===== src/rtl/mc_ctrl_pkg.sv =====
// Shared encodings for the multi-cycle MIPS controller and the datapath muxes it drives.
package mc_ctrl_pkg;

   localparam logic [5:0] OP_RTYPE = 6'b000000;
   localparam logic [5:0] OP_ORI   = 6'b001101;
   localparam logic [5:0] OP_LW    = 6'b100011;
   localparam logic [5:0] OP_SW    = 6'b101011;
   localparam logic [5:0] OP_BEQ   = 6'b000100;
   localparam logic [5:0] OP_LUI   = 6'b001111;
   localparam logic [5:0] OP_J     = 6'b000010;
   localparam logic [5:0] OP_JAL   = 6'b000011;

   localparam logic [5:0] FN_ADDU  = 6'b100001;
   localparam logic [5:0] FN_SUBU  = 6'b100011;
   localparam logic [5:0] FN_JR    = 6'b001000;

   localparam logic [1:0] WRD_RT   = 2'b00;
   localparam logic [1:0] WRD_RD   = 2'b01;
   localparam logic [1:0] WRD_RA   = 2'b10;

   localparam logic [1:0] M2R_ALU  = 2'b00;
   localparam logic [1:0] M2R_MEM  = 2'b01;
   localparam logic [1:0] M2R_LUI  = 2'b10;
   localparam logic [1:0] M2R_PC4  = 2'b11;

   localparam logic [1:0] JMP_SEQ  = 2'b00;
   localparam logic [1:0] JMP_TGT  = 2'b01;
   localparam logic [1:0] JMP_REG  = 2'b10;

   localparam logic [2:0] ALU_ADD  = 3'b000;
   localparam logic [2:0] ALU_SUB  = 3'b001;
   localparam logic [2:0] ALU_OR   = 3'b010;

   localparam logic [1:0] EXT_ZERO = 2'b00;
   localparam logic [1:0] EXT_SIGN = 2'b01;
   localparam logic [1:0] EXT_LUI  = 2'b10;

   typedef enum logic [2:0] {
      ST_FETCH  = 3'd0,
      ST_DECODE = 3'd1,
      ST_EXEC   = 3'd2,
      ST_MEM    = 3'd3,
      ST_WB     = 3'd4
   } state_t;

   // One-hot instruction class; all-zero means an unsupported instruction (nop).
   typedef struct packed {
      logic addu;
      logic subu;
      logic jr;
      logic ori;
      logic lw;
      logic sw;
      logic beq;
      logic lui;
      logic j;
      logic jal;
   } instr_class_t;

endpackage


===== src/rtl/mc_ctrl_decode.sv =====
// Combinational opcode/funct decode into the one-hot instruction class used by the FSM.
module mc_ctrl_decode
   import mc_ctrl_pkg::*;
(
   input  logic [5:0]   i_opcode,
   input  logic [5:0]   i_funct,
   output instr_class_t o_class
);

   always_comb begin
      o_class = '0;
      case (i_opcode)
         OP_RTYPE: begin
            case (i_funct)
               FN_ADDU: o_class.addu = 1'b1;
               FN_SUBU: o_class.subu = 1'b1;
               FN_JR:   o_class.jr   = 1'b1;
               default: o_class      = '0;
            endcase
         end
         OP_ORI:  o_class.ori = 1'b1;
         OP_LW:   o_class.lw  = 1'b1;
         OP_SW:   o_class.sw  = 1'b1;
         OP_BEQ:  o_class.beq = 1'b1;
         OP_LUI:  o_class.lui = 1'b1;
         OP_J:    o_class.j   = 1'b1;
         OP_JAL:  o_class.jal = 1'b1;
         default: o_class     = '0;
      endcase
   end

endmodule


===== src/rtl/mc_ctrl_fsm.sv =====
// Multi-cycle MIPS control FSM: sequences FETCH/DECODE/EXEC/MEM/WB and drives datapath selects/enables.
module mc_ctrl_fsm (
   input  logic       clk,
   input  logic       reset_n,
   input  logic [5:0] Opcode,
   input  logic [5:0] Funct,
   input  logic       Zero,
   output logic       PCWr,
   output logic       IRWr,
   output logic       RegWrite,
   output logic       MemWrite,
   output logic [1:0] WriteRegDist,
   output logic       ALUSrc,
   output logic [1:0] MemtoReg,
   output logic       Branch,
   output logic [1:0] Jump,
   output logic [2:0] ALUOp,
   output logic [1:0] ExtOp,
   output logic       InstrDone
);
   import mc_ctrl_pkg::*;

   state_t       r_state;
   state_t       w_next;
   instr_class_t w_class;
   logic         w_isExec;
   logic         w_isWb;

   logic       w_pcWr;
   logic       w_irWr;
   logic       w_regWrite;
   logic       w_memWrite;
   logic [1:0] w_writeRegDist;
   logic       w_aluSrc;
   logic [1:0] w_memtoReg;
   logic       w_branch;
   logic [1:0] w_jump;
   logic [2:0] w_aluOp;
   logic [1:0] w_extOp;
   logic       w_instrDone;

   mc_ctrl_decode u_decode (
      .i_opcode (Opcode),
      .i_funct  (Funct),
      .o_class  (w_class)
   );

   assign w_isExec = w_class.addu | w_class.subu | w_class.ori | w_class.lw |
                     w_class.sw | w_class.beq | w_class.lui;
   assign w_isWb   = w_class.addu | w_class.subu | w_class.ori | w_class.lw |
                     w_class.lui | w_class.jal;

   always_ff @(posedge clk or negedge reset_n) begin
      if (!reset_n) begin
         r_state <= ST_FETCH;
      end else begin
         r_state <= w_next;
      end
   end

   always_comb begin
      w_next         = ST_FETCH;
      w_pcWr         = 1'b0;
      w_irWr         = 1'b0;
      w_regWrite     = 1'b0;
      w_memWrite     = 1'b0;
      w_writeRegDist = WRD_RT;
      w_aluSrc       = 1'b0;
      w_memtoReg     = M2R_ALU;
      w_branch       = 1'b0;
      w_jump         = JMP_SEQ;
      w_aluOp        = ALU_ADD;
      w_extOp        = EXT_ZERO;
      w_instrDone    = 1'b0;

      case (r_state)
         ST_FETCH: begin
            w_irWr = 1'b1;
            w_pcWr = 1'b1;
            w_next = ST_DECODE;
         end

         // Jumps resolve here; unsupported instructions retire here as a nop.
         ST_DECODE: begin
            if (w_class.j) begin
               w_pcWr      = 1'b1;
               w_jump      = JMP_TGT;
               w_instrDone = 1'b1;
            end else if (w_class.jal) begin
               w_pcWr = 1'b1;
               w_jump = JMP_TGT;
               w_next = ST_WB;
            end else if (w_class.jr) begin
               w_pcWr      = 1'b1;
               w_jump      = JMP_REG;
               w_instrDone = 1'b1;
            end else if (w_isExec) begin
               w_next = ST_EXEC;
            end else begin
               w_instrDone = 1'b1;
            end
         end

         ST_EXEC: begin
            if (w_class.addu) begin
               w_aluOp = ALU_ADD;
               w_next  = ST_WB;
            end else if (w_class.subu) begin
               w_aluOp = ALU_SUB;
               w_next  = ST_WB;
            end else if (w_class.ori) begin
               w_aluSrc = 1'b1;
               w_extOp  = EXT_ZERO;
               w_aluOp  = ALU_OR;
               w_next   = ST_WB;
            end else if (w_class.lw || w_class.sw) begin
               w_aluSrc = 1'b1;
               w_extOp  = EXT_SIGN;
               w_aluOp  = ALU_ADD;
               w_next   = ST_MEM;
            end else if (w_class.lui) begin
               w_extOp = EXT_LUI;
               w_next  = ST_WB;
            end else if (w_class.beq) begin
               w_aluOp     = ALU_SUB;
               w_branch    = 1'b1;
               w_pcWr      = Zero;
               w_instrDone = 1'b1;
            end
         end

         ST_MEM: begin
            if (w_class.sw) begin
               w_memWrite  = 1'b1;
               w_instrDone = 1'b1;
            end else if (w_class.lw) begin
               w_next = ST_WB;
            end
         end

         // The immediate extender feeds the lui writeback path, so keep it in lui mode here.
         ST_WB: begin
            w_instrDone = 1'b1;
            w_regWrite  = w_isWb;
            if (w_class.addu || w_class.subu) begin
               w_writeRegDist = WRD_RD;
               w_memtoReg     = M2R_ALU;
            end else if (w_class.lw) begin
               w_writeRegDist = WRD_RT;
               w_memtoReg     = M2R_MEM;
            end else if (w_class.lui) begin
               w_writeRegDist = WRD_RT;
               w_memtoReg     = M2R_LUI;
               w_extOp        = EXT_LUI;
            end else if (w_class.jal) begin
               w_writeRegDist = WRD_RA;
               w_memtoReg     = M2R_PC4;
            end
         end

         default: begin
            w_next = ST_FETCH;
         end
      endcase
   end

   // Reset must silence everything immediately, even though the state register already reads FETCH.
   assign PCWr         = reset_n & w_pcWr;
   assign IRWr         = reset_n & w_irWr;
   assign RegWrite     = reset_n & w_regWrite;
   assign MemWrite     = reset_n & w_memWrite;
   assign WriteRegDist = reset_n ? w_writeRegDist : WRD_RT;
   assign ALUSrc       = reset_n & w_aluSrc;
   assign MemtoReg     = reset_n ? w_memtoReg : M2R_ALU;
   assign Branch       = reset_n & w_branch;
   assign Jump         = reset_n ? w_jump : JMP_SEQ;
   assign ALUOp        = reset_n ? w_aluOp : ALU_ADD;
   assign ExtOp        = reset_n ? w_extOp : EXT_ZERO;
   assign InstrDone    = reset_n & w_instrDone;

endmodule

===== config.mk =====
export PLATFORM = sky130hd
export DESIGN_NAME = mc_ctrl_fsm
export DESIGN_NICKNAME = d
export VERILOG_FILES = /design/src/rtl/mc_ctrl_pkg.sv /design/src/rtl/mc_ctrl_decode.sv /design/src/rtl/mc_ctrl_fsm.sv
export SDC_FILE = /design/constraint.sdc
export NUM_CORES = 1
export LEC_CHECK = 0
export CAP_MARGIN = 25
export CORE_MARGIN = 1
export CORE_UTILIZATION = 35
export CTS_BUF_LIST = sky130_fd_sc_hd__clkbuf_8
export DETAILED_ROUTE_END_ITERATION = 12
export PLACE_DENSITY_LB_ADDON = 0.08
export SETUP_SLACK_MARGIN = 0.1
export SLEW_MARGIN = 40
export SYNTH_ARGS = -nofsm -noshare
export SYNTH_HDL_FRONTEND = slang
export SYNTH_SLANG_ARGS = --single-unit

===== constraint.sdc =====
create_clock -name clk -period 2.6 [get_ports clk]
set_input_delay 0.78 -clock clk [delete_from_list [all_inputs] [get_ports clk]]
set_output_delay 0.78 -clock clk [all_outputs]
set_load 0.02 [all_outputs]

Word level (Yosys, flattened, before mapping)

Cells that the tools add are included.

Equality and inequality tests: 14
Multiplexer cells: 88
Bitwise logic cells: 15
Reductions and logical operators: 4

Operators with widths:

| kind                                                                   | count |
|---|---|
| 2-bit two-way mux                                                      | 31 |
| 1-bit two-way mux                                                      | 42 |
| 3-bit two-way mux                                                      | 11 |
| 6-bit equality test (second input constant)                            | 4 |
| 6-bit by 4-bit equality test with 1-bit output (second input constant) | 3 |
| 6-bit by 2-bit equality test with 1-bit output (second input constant) | 2 |
| 3-bit case mux with 4 select lines                                     | 1 |
| 1-bit bitwise OR                                                       | 8 |
| 1-bit AND                                                              | 7 |
| 3-bit by 2-bit equality test with 1-bit output (second input constant) | 2 |
| 6-bit by 3-bit equality test with 1-bit output (second input constant) | 1 |
| 6-bit zero test                                                        | 1 |
| 1-bit case mux with 4 select lines                                     | 1 |
| 2-bit case mux with 2 select lines                                     | 1 |
| 3-bit by 1-bit equality test with 1-bit output (second input constant) | 1 |
| 3-bit equality test (second input constant)                            | 1 |
| 3-bit zero test                                                        | 1 |
| 1-bit case mux with 3 select lines                                     | 1 |
| 1-bit logical OR                                                       | 2 |

Register bits: 3
Input bits: 15
Output and inout port bits: 18

Longest topological paths before layout

Word-level depth: 15
Gate-level depth with buffers: 7
Gate-level depth less buffers: 5

Hierarchy

A second synthesis with hierarchy kept.

Cell total of the unflattened synthesis: 88
Area total of the unflattened synthesis: 653.1 sq um

Modules (own cells, without submodules):

| module         | instances | cells each | area an instance (sq um) |
|---|---|---|---|
| mc_ctrl_fsm    | 1         | 68         | 521.8 |
| mc_ctrl_decode | 1         | 20         | 131.4 |

Least setup slack after synthesis

Ideal clock, no wire load.

Path kind: input to output
Start point: input Funct[3]
End point: output ALUOp[1]
Arrival time: 1873 ps
Data required time: 1820 ps
Path slack: -53 ps
Stages on the path: 3
Cells stage by stage: and2b_1 > and4_2 > nor4_1

Longest elaborated chain between the ends: 7
Elaborated cells between the ends (all ways): 9
Those cells by class: eq/ne (2); mux (7)

RTL lines:

| element             | line                 | source |
|---|---|---|
| start: declaration  | mc_ctrl_fsm.sv:6     | `input logic [5:0] Funct,` |
| 6-bit equality test | mc_ctrl_decode.sv:14 | `case (i_funct)` |
| 1-bit two-way mux   | mc_ctrl_decode.sv:14 |  |
| 3-bit two-way mux * | mc_ctrl_decode.sv:12 | `case (i_opcode)` |
| 2-bit two-way mux   | mc_ctrl_fsm.sv:108   | `end else if (w_class.subu) begin` |
| 2-bit two-way mux * | mc_ctrl_fsm.sv:105   | `if (w_class.addu) begin` |
| 2-bit two-way mux * | mc_ctrl_fsm.sv:76    | `case (r_state)` |
| 3-bit two-way mux * | mc_ctrl_fsm.sv:177   | `assign ALUOp = reset_n ? w_aluOp : ALU_ADD;` |
| end: declaration    | mc_ctrl_fsm.sv:17    | `output logic [2:0] ALUOp,` |

Every way passes the cells marked *; elsewhere a longest branch is shown, timed or not.

Worst setup path after layout

Start point: input Opcode[2]
End point: output InstrDone

Longest elaborated chain between the ends: 14
Elaborated cells between the ends (all ways): 36
Those cells by class: eq/ne (7); mux (20); bitwise (7); reduce/logical (2)

RTL lines:

| element                              | line                 | source |
|---|---|---|
| start: declaration                   | mc_ctrl_fsm.sv:5     | `input logic [5:0] Opcode,` |
| 6-bit zero test                      | mc_ctrl_decode.sv:12 |  |
| 3-bit two-way mux                    | mc_ctrl_decode.sv:12 |  |
| 1-bit bitwise OR (4 in series)       | mc_ctrl_fsm.sv:48    | `assign w_isExec = w_class.addu \| w_class.subu \| w_class.ori \| w_class.lw \|` |
| 1-bit bitwise OR (2 in series)       | mc_ctrl_fsm.sv:49    | `w_class.sw \| w_class.beq \| w_class.lui;` |
| 1-bit two-way mux                    | mc_ctrl_fsm.sv:97    | `end else if (w_isExec) begin` |
| 1-bit two-way mux                    | mc_ctrl_fsm.sv:93    | `end else if (w_class.jr) begin` |
| 1-bit two-way mux                    | mc_ctrl_fsm.sv:89    | `end else if (w_class.jal) begin` |
| 1-bit two-way mux                    | mc_ctrl_fsm.sv:85    | `if (w_class.j) begin` |
| 1-bit case mux with 4 select lines * | mc_ctrl_fsm.sv:76    |  |
| 1-bit AND *                          | mc_ctrl_fsm.sv:179   | `assign InstrDone = reset_n & w_instrDone;` |
| end: declaration                     | mc_ctrl_fsm.sv:19    | `output logic InstrDone` |

Marked as above.

==> results_dict.tcl <==
set metrics [dict create \
    root_buffer "clkbuf_8" \
    drt_pre_antenna_iters 4 \
    portBuffers 31 \
    die_x_um 42.0 \
    ys_types 38 \
    drt_first_iter_violations 81 \
    area_delta_synth_final_pct 165 \
    clkSlewWorstSetupHoldPaths_ns 0.04 \
    critPathArrivalTime_ns 2.20 \
    via_count 1135 \
    top_register "r_state" \
    cpMostUsedCell "buf_6" \
    wl_mm 4.37 \
    clock.fmax_mhz 336 \
    post-route-min-period_ns 2.98 \
    avgRoutedWirePerCell_um 26.5 \
    yosys_warnings 0 \
    dp_slack_ns -1.10 \
    cp_slowest_cell "and4bb_4" \
    worst_setup_path_start_kind "input port" \
    crit_buf_inv 3 \
    postSynthCellCount 76 \
    grt_overflow 0 \
    cp_slowest_stage_delay_ns 0.38 \
    core_area_um2 1510 \
    largest_reg_flops 3 \
    placed_area_um2 1090 \
    numCtsBuffers 3 \
    fin_cells 165 \
    nets 165 \
    peakVddDrop_v 0.000374 \
    power.leakage_nw 0.642 \
    setup_viol 14 \
    grt_pass1_wl_mm 4.33 \
    hold_path.class "in2async" \
    min_period_over_period_pct 115 \
    r2r_start "r_state[1]$_DFF_PN0_" \
    syn_nets 91 \
    htree_levels 1 \
    cts_max_path_buffers 2 \
    cp_max_fo 4 \
    end_kind "primary output" \
    start_util_pct 37.1 \
    regArea_um2 75.1 \
    fin_skew_ns 0.00401 \
    gp_congestion 0.773 \
    ff2ff_path_depth 6 \
    dieArea_um2 1760 \
    ant_nets 0 \
    crit_chain "buf_8, buf_6, and4bb_4, nand2b_4, o21ai_2, nor4_2, o311a_1, buf_6" \
    ios 33 \
    async_flop_share_pct 100 \
    synthFlopType "dfrtp_1" \
    violations "setup timing" \
    required_ns 1.82 \
    drc 0 \
    seq_area_frac_synth_pct 13.4 \
    die_y_um 42.0 \
    via_per_inst 6.88 \
    n_antenna_cell 0 \
    critical_path.top_delay_family "compound AO/OA/AOI/OAI gates" \
    hold_slack_ns 0.515 \
    path_class "in2out" \
    finish.utilization_pct 98.4 \
    rr_endpoint "r_state[1]$_DFF_PN0_" \
    dp_hpwl_mm 1.62 \
    post-route-cell-area_um2 1480 \
    grt_max_degree 10 \
    syn_area_per_cell_um2 7.36 \
    multi_input_area_um2 638 \
    worstSkewPairLatency_ns 0.22 \
    placedCellCount 146 \
    synth_area_um2 559 \
    reg.largest.list "r_state x3" \
    grt_pass1_vias 921 \
    cts_tree "done" \
    drive_above_1_share_pct 75.2 \
    cap_violations 0 \
    rows 14 \
    hold_viol 0 \
    timing.final.max_slew_violations 0 \
    antenna_found_initial 0 \
    cts.sinks 3 \
    track_usage_pct 32.4 \
    rsz0062_at_grt "true" \
    postLayoutSetupSlackWorst_ns -0.380 \
    status "finished, violations left" \
    fillers 14 \
    reg2reg_slack_ns 0.99 \
    synth_edf_count 0 \
    ys_ff_latch 3 \
    p_per_area_nw_per_um2 349 \
]
==> logic make-up after synthesis <==
logic type | after synthesis | synth area share [%]
muxes | 1 | 1.79
AOI/OAI and AO/OA | 12 | 13.9
other | 1 | 0.670
xor gates and xnor gates | 3 | 4.70
and+or+nand+nor | 49 | 55.9
DFF | 3 | 13.4
buffers and inverters | 7 | 9.62
==> report_power, final <==
part	switching (mW)	internal, mW
clock network	0.0394	0.101
logic	0.161	0.153
registers	0.00698	0.0563
==> repair_timing <==
item,in CTS,in global routing
gates cloned,0,0
hold buffers,0,0
gates resized for setup,173,46
endpoints found under the setup margin,17,16
pin swaps,25,21
buffers inserted,8,8
==> per-layer routing <==
layer	vias up	part of all wire, %	GRT usage [%]
met1	521	32	39.5
met5	-	0	0
met4	0	9.8	10.3
met3	57	13	4.31
met2	127	45	58.1
li1	430	-	-
==> Yosys cell counts (all sizes together) (2+ instances only) <==
| library cell | count | area share, % |
|---|---|---|
| and3 | 3 | 3.4 |
| a211oi | 3 | 4.0 |
| nor2 | 10 | 6.7 |
| nand4 | 2 | 2.2 |
| a21oi | 3 | 2.7 |
| buf | 6 | 8.9 |
| xnor2 | 2 | 3.1 |
| nand2b | 2 | 2.2 |
| nand3 | 2 | 1.8 |
| and2 | 2 | 2.2 |
| nand4b | 2 | 3.1 |
| nand2 | 8 | 5.8 |
| nor2b | 2 | 2.2 |
| nor4 | 5 | 9.4 |
| nor3b | 3 | 4.0 |
| and4 | 2 | 3.4 |
| dfrtp | 3 | 13 |
| o21ai | 2 | 1.8 |
==> metrics by stage <==
stage / total power [mW] / TNS (ns)
after floorplan: 0.180 / 0
after global placement: 0.288 / -14.37
after detailed placement: 0.294 / -15.05
after CTS: 0.448 / -1.44
after global routing: 0.523 / -2.45
final: 0.518 / -2.03
==> worst max-delay path by stage <==
| stage | startpoint | to | slack, ns | cells after the start |
|---|---|---|---|---|
| global placement | Opcode[0] | InstrDone | -1.04 | 7 |
| finish | Opcode[2] | InstrDone | -0.38 | 8 |
| detailed placement | Opcode[2] | InstrDone | -1.10 | 8 |
| floorplan | Opcode[1] | InstrDone | 0.03 | 5 |
| global route | Opcode[2] | InstrDone | -0.40 | 8 |
| CTS | Opcode[2] | InstrDone | -0.36 | 8 |
==> cells in the final DEF (no fill, tap or decap), types with 2 or more instances in the layout <==
master / instances
buf_2: 2
buf_6: 28
buf_8: 3
nor4_4: 4
nand4b_1: 2
nor2_4: 6
a211oi_2: 2
nor2_1: 3
clkbuf_2: 2
and2_1: 2
a21oi_1: 2
clkbuf_8: 3
xnor2_1: 2
nand2_1: 2
nand4_1: 2
buf_4: 36
nand2_2: 6
dfrtp_1: 3
and3_4: 3
inv_1: 2
nor3b_1: 2
==> layout make-up <==
type / instances / share of cell area, %
repair buffers: 75 / 47.3
multi-input cells: 66 / 43.0
flip-flops and latches: 3 / 5.06
clock buffers: 3 / 2.78
well taps: 16 / 1.35
clock inverters: 1 / 0.253
inverters: 1 / 0.253
No activity file was read; power rests on OpenSTA's default activity.
